--- src/rtl/square_root_module_pkg.sv ---
// Shared constants and types for the fixed-point square-root unit.
//
// LAMP_FLOAT_F_DW  fraction width of the lampFPU single-precision format
// SQRT_N           operand width (hidden bit + fraction), must be even
// SQRT_ITER        number of recurrence iterations = significant root bits
// SQRT_RAD_W       radicand shift-register width ({s, 2N zeros})
// SQRT_REM_W       partial-remainder width, wide enough for {rem, 2 bits}
// SQRT_CNT_W       iteration counter width
// sqrt_state_e     control FSM states
package square_root_module_pkg;

  localparam int unsigned LAMP_FLOAT_F_DW = 7;
  localparam int unsigned SQRT_N          = 1 + LAMP_FLOAT_F_DW;
  localparam int unsigned SQRT_ITER       = 3 * SQRT_N / 2;
  localparam int unsigned SQRT_RAD_W      = 3 * SQRT_N;
  localparam int unsigned SQRT_REM_W      = SQRT_ITER + 3;
  localparam int unsigned SQRT_CNT_W      = $clog2(SQRT_ITER + 1);

  typedef enum logic [1:0] {
    StIdle,
    StBusy,
    StDone
  } sqrt_state_e;

endpackage

--- src/rtl/square_root_module_if.sv ---
// Start/valid handshake bundle for the square-root unit.
//
// doSqrt_i  requester -> unit  start request, level-sampled while idle
// s_i       requester -> unit  N-bit unsigned radicand
// res_o     unit -> requester  2N-bit root in Q(N).(N)
// valid_o   unit -> requester  one-cycle result strobe
//
// master: requester side, slave: square-root unit side.
interface square_root_module_if #(
  parameter int unsigned N = 8
) ();

  logic             doSqrt_i;
  logic [N-1:0]     s_i;
  logic [2*N-1:0]   res_o;
  logic             valid_o;

  modport master (
    output doSqrt_i,
    output s_i,
    input  res_o,
    input  valid_o
  );

  modport slave (
    input  doSqrt_i,
    input  s_i,
    output res_o,
    output valid_o
  );

endinterface

--- src/rtl/square_root_module_iter_stage.sv ---
// One step of the radix-2 restoring square-root recurrence (purely combinational).
//
// rem_i   partial remainder in
// root_i  partial root in
// bits_i  next two radicand bits (MSB first)
// rem_o   updated partial remainder
// root_o  partial root with the new digit appended
//
// RemW must be at least RootW + 3 so that {rem, bits} never overflows.
module square_root_module_iter_stage #(
  parameter int unsigned RemW  = 15,
  parameter int unsigned RootW = 12
) (
  input  logic [RemW-1:0]  rem_i,
  input  logic [RootW-1:0] root_i,
  input  logic [1:0]       bits_i,
  output logic [RemW-1:0]  rem_o,
  output logic [RootW-1:0] root_o
);

  logic [RemW-1:0] rem_sh;
  logic [RemW-1:0] trial_sub;

  // The remainder is bounded by 2*root, so dropping its top bits on the shift is lossless.
  assign rem_sh    = RemW'({rem_i, bits_i});
  assign trial_sub = RemW'({root_i, 2'b01});

  always_comb begin
    rem_o  = rem_sh;
    root_o = RootW'({root_i, 1'b0});
    if (rem_sh >= trial_sub) begin
      rem_o  = rem_sh - trial_sub;
      root_o = RootW'({root_i, 1'b1});
    end
  end

endmodule

--- src/rtl/square_root_module.sv ---
// Multi-cycle unsigned fixed-point square root for the lampFPU sqrt datapath.
// Computes res_o = floor(sqrt(s_i * 2^(2N))), i.e. sqrt(s_i) with N integer and
// N fraction bits, one root bit per cycle (SQRT_ITER cycles per operation).
//
// clk       clock, rising edge
// rst       synchronous active-high reset
// sqrt_bus  slave side of square_root_module_if (doSqrt_i, s_i, res_o, valid_o)
//
// Optional build macro SQRT_MODULE_ZERO_BYPASS_EN: a zero radicand skips the
// recurrence and completes on the cycle after the start edge.
module square_root_module
  import square_root_module_pkg::*;
(
  input logic                  clk,
  input logic                  rst,
  square_root_module_if.slave  sqrt_bus
);

  sqrt_state_e              state_q, state_d;
  logic [SQRT_RAD_W-1:0]    rad_q, rad_d;
  logic [SQRT_REM_W-1:0]    rem_q, rem_d;
  logic [SQRT_ITER-1:0]     root_q, root_d;
  logic [SQRT_CNT_W-1:0]    cnt_q, cnt_d;
  logic [2*SQRT_N-1:0]      res_q, res_d;

  logic [SQRT_REM_W-1:0]    rem_nxt;
  logic [SQRT_ITER-1:0]     root_nxt;

  square_root_module_iter_stage #(
    .RemW  (SQRT_REM_W),
    .RootW (SQRT_ITER)
  ) u_iter_stage (
    .rem_i  (rem_q),
    .root_i (root_q),
    .bits_i (rad_q[SQRT_RAD_W-1 -: 2]),
    .rem_o  (rem_nxt),
    .root_o (root_nxt)
  );

  always_comb begin
    state_d = state_q;
    rad_d   = rad_q;
    rem_d   = rem_q;
    root_d  = root_q;
    cnt_d   = cnt_q;
    res_d   = res_q;

    unique case (state_q)
      StIdle: begin
        if (sqrt_bus.doSqrt_i) begin
          rad_d  = {sqrt_bus.s_i, {(2 * SQRT_N){1'b0}}};
          rem_d  = '0;
          root_d = '0;
          cnt_d  = '0;
`ifdef SQRT_MODULE_ZERO_BYPASS_EN
          if (sqrt_bus.s_i == '0) begin
            state_d = StDone;
            res_d   = '0;
          end else begin
            state_d = StBusy;
          end
`else
          state_d = StBusy;
`endif
        end
      end

      StBusy: begin
        rad_d  = rad_q << 2;
        rem_d  = rem_nxt;
        root_d = root_nxt;
        cnt_d  = cnt_q + 1'b1;
        if (cnt_q == SQRT_CNT_W'(SQRT_ITER - 1)) begin
          state_d = StDone;
          res_d   = (2 * SQRT_N)'(root_nxt);
        end
      end

      StDone: begin
        state_d = StIdle;
      end

      default: begin
        state_d = StIdle;
      end
    endcase
  end

  always_ff @(posedge clk) begin
    if (rst) begin
      state_q <= StIdle;
      rad_q   <= '0;
      rem_q   <= '0;
      root_q  <= '0;
      cnt_q   <= '0;
      res_q   <= '0;
    end else begin
      state_q <= state_d;
      rad_q   <= rad_d;
      rem_q   <= rem_d;
      root_q  <= root_d;
      cnt_q   <= cnt_d;
      res_q   <= res_d;
    end
  end

  assign sqrt_bus.res_o   = res_q;
  assign sqrt_bus.valid_o = (state_q == StDone);

endmodule

--- src/flat_wrapper.sv ---
// flat-port wrapper written by rule: the top's interface ports become plain ports
module square_root_module_flat import square_root_module_pkg::*;
  (clk, rst, sqrt_bus_doSqrt_i, sqrt_bus_s_i, sqrt_bus_res_o, sqrt_bus_valid_o);
  square_root_module_if #(.N((8))) sqrt_bus_i ();
  input logic clk;
  input logic rst;
  input wire logic [$bits(sqrt_bus_i.doSqrt_i)-1:0] sqrt_bus_doSqrt_i;
  input wire logic [$bits(sqrt_bus_i.s_i)-1:0] sqrt_bus_s_i;
  output wire logic [$bits(sqrt_bus_i.res_o)-1:0] sqrt_bus_res_o;
  output wire logic [$bits(sqrt_bus_i.valid_o)-1:0] sqrt_bus_valid_o;
  assign sqrt_bus_i.doSqrt_i = sqrt_bus_doSqrt_i;
  assign sqrt_bus_i.s_i = sqrt_bus_s_i;
  assign sqrt_bus_res_o = sqrt_bus_i.res_o;
  assign sqrt_bus_valid_o = sqrt_bus_i.valid_o;
  square_root_module u_core (.clk(clk), .rst(rst), .sqrt_bus(sqrt_bus_i));
endmodule
--- config.mk ---
export PLATFORM = sky130hd
export DESIGN_NAME = square_root_module_flat
export DESIGN_NICKNAME = d
export VERILOG_FILES = /design/src/rtl/square_root_module_pkg.sv /design/src/rtl/square_root_module_if.sv /design/src/rtl/square_root_module_iter_stage.sv /design/src/rtl/square_root_module.sv /design/src/flat_wrapper.sv
export SDC_FILE = /design/constraint.sdc
export NUM_CORES = 1
export LEC_CHECK = 0
export BUFFER_PORTS_ARGS = -buffer_cell sky130_fd_sc_hd__buf_2
export CAP_MARGIN = 20
export CORE_ASPECT_RATIO = 0.5
export CORE_UTILIZATION = 25
export DETAILED_ROUTE_END_ITERATION = 8
export SYNTH_ARGS = -nofsm -noshare
export SYNTH_HDL_FRONTEND = slang
export SYNTH_SLANG_ARGS = --single-unit
--- constraint.sdc ---
create_clock -name clk -period 2.2 [get_ports clk]
set_clock_uncertainty 0.15 [all_clocks]
set_input_delay 0.11 -clock clk [delete_from_list [all_inputs] [get_ports clk]]
set_output_delay 0.11 -clock clk [all_outputs]
set_load 0.05 [all_outputs]
==> results.json, run 1 <==
{
  "cts.htree.levels": 2,
  "syn_to_final_growth_pct": 39.76,
  "drcViolationCount": 0,
  "initial_utilization": 0.2574,
  "dr.pass1.iters": 6,
  "ios": 28,
  "cp_max_fo": 5,
  "ys_top_cells_by_area": "dfxtp_1 36%, mux2i_1 7.1%, ha_1 6.6%",
  "pre_cts_ws_ps": -157.1,
  "wl_mm": 7.545,
  "cts_tree": "yes",
  "clkSlewWorstSetupHoldPaths_ps": 70,
  "synth_edf_count": 0,
  "max_slew_margin": 0.5716,
  "hold_viol": 0,
  "first_iter_violations": 191,
  "cp.arrival_ps": 2350,
  "num_antenna_cells": 0,
  "synth_top_area_share": 0.3601,
  "gp_congestion": 0.8197,
  "end_kind": "register",
  "numClockSinks": 51,
  "drive_above_1_share": 0.3732,
  "yosysWarningCount": 0,
  "routedWlPerCell_um": 13.21,
  "fill_cells": 1119,
  "viasPerCell": 4.653,
  "cts_made_buffers": 5,
  "ys_seq_area_frac": 0.3601,
  "antenna_found_initial": 0,
  "synth.distinct_cells": 56,
  "syn_avg_cell_area_um2": 8.290,
  "synthCells": 342,
  "fin_util": 0.3598,
  "startpoint_type": "register",
  "max_freq_mhz": 430.9,
  "coreArea_um2": 11010,
  "cap_violations": 0,
  "leakage_nw": 1.677,
  "nets": 451,
  "die-area_um2": 11800,
  "clock_latency_ps": 290,
  "hold_path.class": "in -> reg",
  "yosys-top-cells-count": "51 x dfxtp_1, 47 x nor2_1, 31 x nand2_1, 29 x o21ai_0, 21 x inv_1",
  "timing.hold.ws_ps": 77.43,
  "root_buffer": "clkbuf_16",
  "grt_max_degree": 29,
  "rsz0062_at_grt": "yes",
  "vias": 2657,
  "synth_top_cell_by_area": "dfxtp_1",
  "status": "finished, violations left",
  "rows": 27,
  "max-vdd-ir-drop_uv": 801.5,
  "tightest_slew_ps": 638.4,
  "power.density_nw_per_um2": 1672,
  "worst_slack_ps": -120.5,
  "overflow": 0,
  "port_buffers": 23,
  "ant_nets": 0,
  "synth_ff_type": "dfxtp_1",
  "period_share": 1.055,
  "async_reset_ff_frac": 0,
  "required_ps": 2230,
  "grt_util_all_layers": 0.1291,
  "dp_hpwl_mm": 5.218,
  "violations": "negative setup slack",
  "finalCriticalPeriod_ps": 2320,
  "path_class": "reg -> reg",
  "dieWidth_um": 152.6,
  "total_power_w": 0.006626,
  "synth_area_um2": 2835,
  "cts_buffer_depth": 2,
  "synth_seq_cells": 51,
  "finalMaxSlewViolations": 0,
  "finalSetupViolCount": 14,
  "yosysMostFrequentCell": "dfxtp_1",
  "dieHeight_um": 77.30,
  "grt_pass1_vias": 2442,
  "grt_pass1_wl_mm": 12.32
}
## cell type report
class | count | area (um2) | share of cell area
multi-input combinational | 248 | 1789 | 0.4515
sequential | 51 | 1035 | 0.2611
timing repair buffer | 98 | 709.4 | 0.1790
tap | 145 | 181.4 | 0.04578
clock buffer | 5 | 125.1 | 0.03158
inverter | 21 | 78.83 | 0.01989
clock inverter | 3 | 43.79 | 0.01105
## logic make-up after synthesis
family	after synthesis	synth area share
compound gates	85	0.2065
xor+xnor	6	0.01853
fa+ha+maj	15	0.06620
buf+inv	46	0.08120
flops	51	0.3601
mux	21	0.07458
other cells	1	0.001323
simple gates	117	0.1915
## sequential cells by signal, summed over array words and instances (netlist names)
name                   cells
u_core.sqrt_bus.res_o     12
u_core.rad_q               8
u_core.root_q             12
u_core.state_q             2
u_core.rem_q              13
u_core.cnt_q               4
## placed cells by master (no fill, tap or decap), drive strengths merged, types with 3 or more instances in the layout
master,Yosys,final
a21oi,11,11
a221oi,3,3
a22oi,4,4
a2bb2oi,3,3
a31o,3,3
a32oi,6,6
and3,3,3
buf,11,96
clkbuf,14,5
conb,1,4
dfxtp,51,51
ha,15,15
inv,21,21
mux2i,20,20
nand2,31,31
nand3,4,4
nor2,47,47
nor3,12,12
nor3b,5,5
nor4,3,3
o21a,3,3
o21ai,34,34
xnor2,5,5
## what timing repair did
action,CTS,global route
pin swaps,9,12
endpoints found under the hold margin,2,0
gates cloned,1,0
gates resized for setup,36,21
buffers inserted,4,10
hold buffers,2,0
endpoints found under the setup margin,13,15
## final timing paths
kind / startpoint / endpoint / slack (ps) / depth (start not counted)
max: u_core.root_q[0]$_SDFFE_PP0P_ / u_core.rem_q[8]$_SDFFE_PP0P_ / -120 / 9
min: sqrt_bus_s_i[3] / u_core.rad_q[19]$_SDFFE_PP0P_ / 80 / 5
max reg2reg: u_core.root_q[0]$_SDFFE_PP0P_ / u_core.rem_q[8]$_SDFFE_PP0P_ / -120 / 9
min reg2reg: u_core.root_q[11]$_SDFFE_PP0P_ / u_core.root_q[11]$_SDFFE_PP0P_ / 320 / 2
## layer usage
| layer | global-route usage | vias up | share of wire |
|---|---|---|---|
| met5 | 0 | - | 0 |
| met4 | 0.03939 | 0 | 0.010 |
| met3 | 0.01413 | 7 | 0.034 |
| met2 | 0.2046 | 52 | 0.44 |
| met1 | 0.1829 | 1238 | 0.51 |
| li1 | - | 1360 | - |
## power by group
| part | total [W] | switching (W) | internal, W |
|---|---|---|---|
| Combinational | 0.00458 | 0.00204 | 0.00254 |
| Clock | 0.000898 | 0.000360 | 0.000537 |
| Sequential | 0.00115 | 0.000115 | 0.00104 |
## through the flow
step | area, um2 | std cells | TNS, ps
2_1_floorplan | 2860 | 345 | -18.70
3_3_place_gp | 3435 | 546 | -860.1
3_5_place_dp | 3435 | 546 | -1560
4_1_cts | 3819 | 561 | -229.9
5_1_grt | 3963 | 571 | -2162
6_report | 3963 | 571 | -1282
## critical path, stage by stage, from the launching register on
cell and delay (ps):
dfxtp_2 340, inv_2 50, ha_4 150, or3_1 370
o22ai_2 190, o21ai_2 110, a32oi_2 320, buf_6 190
mux2i_1 240, o21ai_1 70
Note: power is estimated with default switching activity, not from simulation.
==> inputs of run 2 (changes only) <==
CORE_ASPECT_RATIO = not set   (was 0.5)
==> results.json, run 2 (synthesis gave the netlist of run 1 again) <==
{
  "root_buffer": "clkbuf_16",
  "violations": "negative setup slack",
  "die-area_um2": 11770,
  "clock_latency_ps": 300,
  "path_class": "reg -> reg",
  "grt_pass1_vias": 2701,
  "finalSetupViolCount": 14,
  "wl_met2_mm": 3.961,
  "final_cell_mix": "57 x buf_4, 46 x nor2_1, 42 x dfxtp_1",
  "dieWidth_um": 108.5,
  "cap_violations": 0,
  "antenna_found_initial": 0,
  "gp_congestion": 0.7725,
  "port_buffers": 23,
  "dp_hpwl_mm": 5.096,
  "fin_util": 0.3688,
  "cp_max_fo": 7,
  "p_sw_w": 0.002677,
  "combPwrFrac": 0.717,
  "max-vdd-ir-drop_uv": 804.0,
  "clkSlewWorstSetupHoldPaths_ps": 70,
  "end_kind": "register",
  "grt_util_all_layers": 0.1288,
  "finalCriticalPeriod_ps": 2347,
  "rsz0062_at_grt": "yes",
  "syn_to_final_growth_pct": 42.23,
  "drive_above_1_share": 0.3690,
  "initial_utilization": 0.2593,
  "ff2ff_setup_slack_ps": -150,
  "finalMaxSlewViolations": 0,
  "ant_nets": 0,
  "top_register": "u_core.rem_q",
  "swShare": 0.3700,
  "seq_area_um2": 1032,
  "cp.arrival_ps": 2370,
  "grt_pass1_wl_mm": 11.98,
  "cts_tree": "yes",
  "dr.max_layer_used": "met4",
  "wl_mm": 7.646,
  "status": "finished, violations left",
  "first_iter_violations": 113,
  "hold_path.class": "in -> reg",
  "fill_cells": 1081,
  "sequentialPowerShare": 0.158,
  "max_slew_margin": 0.5567,
  "cts.htree.levels": 2,
  "wl_met3_um": 161,
  "tightest_slew_ps": 660.5,
  "max_freq_mhz": 426.1,
  "pre_cts_ws_ps": -143.4,
  "dieHeight_um": 108.5,
  "cts_buffer_depth": 2,
  "power.density_nw_per_um2": 1794,
  "pwr-share-clk": 0.125,
  "dr.pass1.iters": 4,
  "stdcell_count": 560,
  "leakage_nw": 1.681,
  "viasPerCell": 4.830,
  "required_ps": 2230,
  "num_antenna_cells": 0,
  "worst_slack_ps": -146.7,
  "drcViolationCount": 0,
  "cts_made_buffers": 5,
  "hold_viol": 0,
  "period_share": 1.067,
  "vias": 2705,
  "overflow": 0,
  "numClockSinks": 51,
  "coreArea_um2": 10940,
  "placedCellCount": 535,
  "largest_reg_flops": 13,
  "met1_length_mm": 3.316,
  "startpoint_type": "register",
  "p_int_w": 0.004559,
  "nets": 445,
  "routedWlPerCell_um": 13.65,
  "multi_input_area_um2": 1871,
  "ios": 28,
  "rows": 38,
  "grt_max_degree": 27,
  "layout_commonest_cell": "buf_4"
}
-- run 2: cell count changes in the layout (fill, tap and decap cells not counted), sizes merged --
cell	previous run	this run
buf	96	89
clkinv	2	0
clkinvlp	0	1
dlygate4sd3	2	3
inv	21	22
-- run 2: power by group through the flow --
stage / logic [W] / registers [W] / clock network, W
6_report: 0.00519 / 0.00114 / 0.000906
2_1_floorplan: 0.00239 / 0.00111 / 0
4_1_cts: 0.00443 / 0.00113 / 0.000918
3_5_place_dp: 0.00343 / 0.00112 / 0
3_3_place_gp: 0.00337 / 0.00112 / 0
5_1_grt: 0.00554 / 0.00115 / 0.000952
-- run 2: final timing paths --
check,start,depth (start not counted),end
worst max-delay path,u_core.root_q[6]$_SDFFE_PP0P_,10,u_core.rem_q[8]$_SDFFE_PP0P_
worst min-delay path,sqrt_bus_doSqrt_i,4,u_core.rad_q[21]$_SDFFE_PP0P_
worst min register to register,u_core.root_q[11]$_SDFFE_PP0P_,2,u_core.root_q[11]$_SDFFE_PP0P_
worst max register to register,u_core.root_q[6]$_SDFFE_PP0P_,10,u_core.rem_q[8]$_SDFFE_PP0P_
-- run 2: through the flow --
step	hold slack, ps	area [um2]	power (W)	TNS, ps
6_report	84.22	4033	0.007236	-1189
5_1_grt	139.1	4033	0.007649	-2558
4_1_cts	84.17	3865	0.006478	-766.8
3_5_place_dp	215.6	3396	0.004551	-1277
3_3_place_gp	198.1	3396	0.004483	-496.9
2_1_floorplan	108.3	2860	0.003502	-18.70
-- run 2: what timing repair did --
action / in CTS / in global routing
gates resized for setup: 28 / 40
buffers inserted: 11 / 4
hold buffers: 3 / 0
pin swaps: 13 / 23
gates cloned: 0 / 0
setup endpoints to repair: 13 / 15
endpoints found under the hold margin: 8 / 0
-- run 2: critical path: stages (launching register included) --
cell and delay (ps):
dfxtp_2 320, inv_1 110, ha_4 240, a21oi_4 170
o221ai_2 120, a211o_1 300, a32oi_2 250, buf_4 160
buf_6 120, mux2i_1 210, o21ai_1 80
-- run 2: layer usage --
layer / up-vias / GRT usage
li1: 1349 / -
met1: 1290 / 0.1428
met2: 47 / 0.2315
met3: 19 / 0.02170
met4: 0 / 0.07239
met5: - / 0
-- run 2: area by class of cell --
cell class                      count  share of cell area
Multi-Input combinational cell    248              0.4639
Clock buffer                        5             0.03103
Sequential cell                    51              0.2560
Timing Repair Buffer               92              0.1747
Clock inverter                      3             0.01148
Tap cell                          140             0.04344
Inverter                           21             0.01955
==> inputs of run 3 (changes only) <==
clock period = 2.7 ns   (was 2.2 ns; I/O delays follow)
==> results.json, run 3 (synthesis gave the netlist of run 1 again) <==
{
  "dp_hpwl_mm": 4.610,
  "grt_use_met3": 0.01808,
  "max_slew_margin": 0.5409,
  "crit_chain": "inv_1 > ha_1 > nand3_1 > nand2_1 > mux2_2 > a311o_1 > a2111o_1 > o21ai_2",
  "num_antenna_cells": 0,
  "max-vdd-ir-drop_uv": 712.2,
  "fill_cells": 1179,
  "initial_utilization": 0.2593,
  "grt_max_degree": 29,
  "ios": 28,
  "finalMaxSlewViolations": 0,
  "drive_above_1_share": 0.1492,
  "slowest_stage": "ha_1",
  "cap_violations": 0,
  "power.density_nw_per_um2": 1196,
  "startpoint_type": "register",
  "tightest_slew_ps": 684.1,
  "finalSetupViolCount": 0,
  "grtUsageMet2": 0.1958,
  "post_cts_buffers": 0,
  "vias": 2417,
  "overflow": 0,
  "clkSlewWorstSetupHoldPaths_ps": 70,
  "grt_pass1_vias": 2278,
  "syn_to_final_growth_pct": 14.34,
  "crit_buf_inv": 1,
  "largest_reg_flops": 13,
  "top_register": "u_core.rem_q",
  "grt_util_all_layers": 0.1143,
  "slowest_delay_ps": 460,
  "dr.pass1.iters": 4,
  "coreArea_um2": 10940,
  "cts_tree": "yes",
  "leakage_nw": 1.312,
  "finalSetupTns_ps": 0,
  "grt-busiest-layer": "met2",
  "port_buffers": 23,
  "grt_pass1_wl_mm": 10.67,
  "numClockSinks": 51,
  "die-area_um2": 11770,
  "dieHeight_um": 108.5,
  "root_buffer": "clkbuf_16",
  "path_class": "reg -> reg",
  "viasPerCell": 4.815,
  "clock_latency_ps": 300,
  "ant_nets": 0,
  "hold_viol": 0,
  "finalCriticalPeriod_ps": 2568,
  "wl_mm": 6.268,
  "total_power_w": 0.003878,
  "first_iter_violations": 75,
  "required_ps": 2780,
  "nets": 387,
  "layout_commonest_cell": "dfxtp_1",
  "drcViolationCount": 0,
  "cts_buffer_depth": 2,
  "cp_max_fo": 11,
  "dieWidth_um": 108.5,
  "hold_path.class": "in -> reg",
  "cp.arrival_ps": 2650,
  "max_freq_mhz": 389.4,
  "antenna_found_initial": 0,
  "routedWlPerCell_um": 12.49,
  "gp_congestion": 0.7960,
  "cts.htree.levels": 2,
  "period_share": 0.9512,
  "rsz0062_at_grt": "no",
  "status": "finished clean",
  "cts_made_buffers": 5,
  "rows": 38,
  "end_kind": "register",
  "final_cell_mix": "51 x dfxtp_1, 47 x nor2_1, 31 x nand2_1",
  "grt_util_met1": 0.1386,
  "cpLargestDelayFamily": "compound AO/OA/AOI/OAI gates"
}
run 3: cell count changes in the layout (fill, tap and decap cells not counted), sizes merged:
cell | before | now
clkinv | 0 | 1
buf | 89 | 32
clkbuf | 5 | 6
inv | 22 | 21
bufinv | 1 | 0
dlygate4sd3 | 3 | 2
run 3: what timing repair did:
| item | CTS | global route |
|---|---|---|
| endpoints found under the hold margin | 2 | 0 |
| setup endpoints to repair | 0 | 1 |
| hold buffers | 2 | 0 |
| resized for setup | 0 | 1 |
run 3: path summary, 6_finish.rpt:
kind	start	endpoint	slack [ps]	depth (start not counted)
min reg2reg	u_core.root_q[11]$_SDFFE_PP0P_	u_core.root_q[11]$_SDFFE_PP0P_	310	2
max	u_core.root_q[7]$_SDFFE_PP0P_	u_core.rem_q[11]$_SDFFE_PP0P_	130	8
min	sqrt_bus_doSqrt_i	u_core.rad_q[22]$_SDFFE_PP0P_	100	4
max reg2reg	u_core.root_q[7]$_SDFFE_PP0P_	u_core.rem_q[11]$_SDFFE_PP0P_	130	8
run 3: per-stage QoR:
step | hold slack [ps] | setup slack [ps] | area [um2] | utilization | instances
after floorplan | 133.3 | 418.8 | 2846 | - | 345
after global placement | 244.8 | 215.3 | 3065 | 0.2803 | 492
after CTS | 99.86 | 124.5 | 3241 | 0.2963 | 502
after global routing | 139.4 | 14.11 | 3242 | 0.2965 | 502
after detailed placement | 251.9 | 168.7 | 3065 | 0.2803 | 492
final | 103.5 | 131.8 | 3242 | 0.2965 | 502
run 3: layer usage:
layer / up-vias / routed length [um] / part of all wire
li1: 1232 / - / -
met1: 1133 / 2939 / 0.47
met2: 44 / 2987 / 0.48
met3: 8 / 202 / 0.032
met4: 0 / 139 / 0.022
met5: - / 0 / 0
run 3: worst reg2reg max path, delay by kind of cell (launching register included):
| kind | cells | cell delay, ps |
|---|---|---|
| buf+inv | 1 | 60 |
| mux | 1 | 350 |
| simple gates | 2 | 300 |
| flops | 1 | 360 |
| fa+ha+maj | 1 | 460 |
| compound gates | 3 | 830 |
run 3: power breakdown:
group / total [W] / internal [W] / switching (W)
sequential: 0.000911 / 0.000841 / 0.0000695
combinational: 0.00231 / 0.00108 / 0.00123
clock: 0.000660 / 0.000371 / 0.000289
total: 0.00388 / 0.00229 / 0.00159
run 3: final cells by class:
| class | count | area [um2] | area share |
|---|---|---|---|
| Multi-Input combinational cell | 248 | 1597 | 0.4925 |
| Sequential cell | 51 | 1021 | 0.3149 |
| Timing Repair Buffer | 34 | 215.2 | 0.06638 |
| Tap cell | 140 | 175.2 | 0.05403 |
| Clock buffer | 6 | 138.9 | 0.04284 |
| Inverter | 21 | 78.83 | 0.02431 |
| Clock inverter | 2 | 16.27 | 0.005017 |
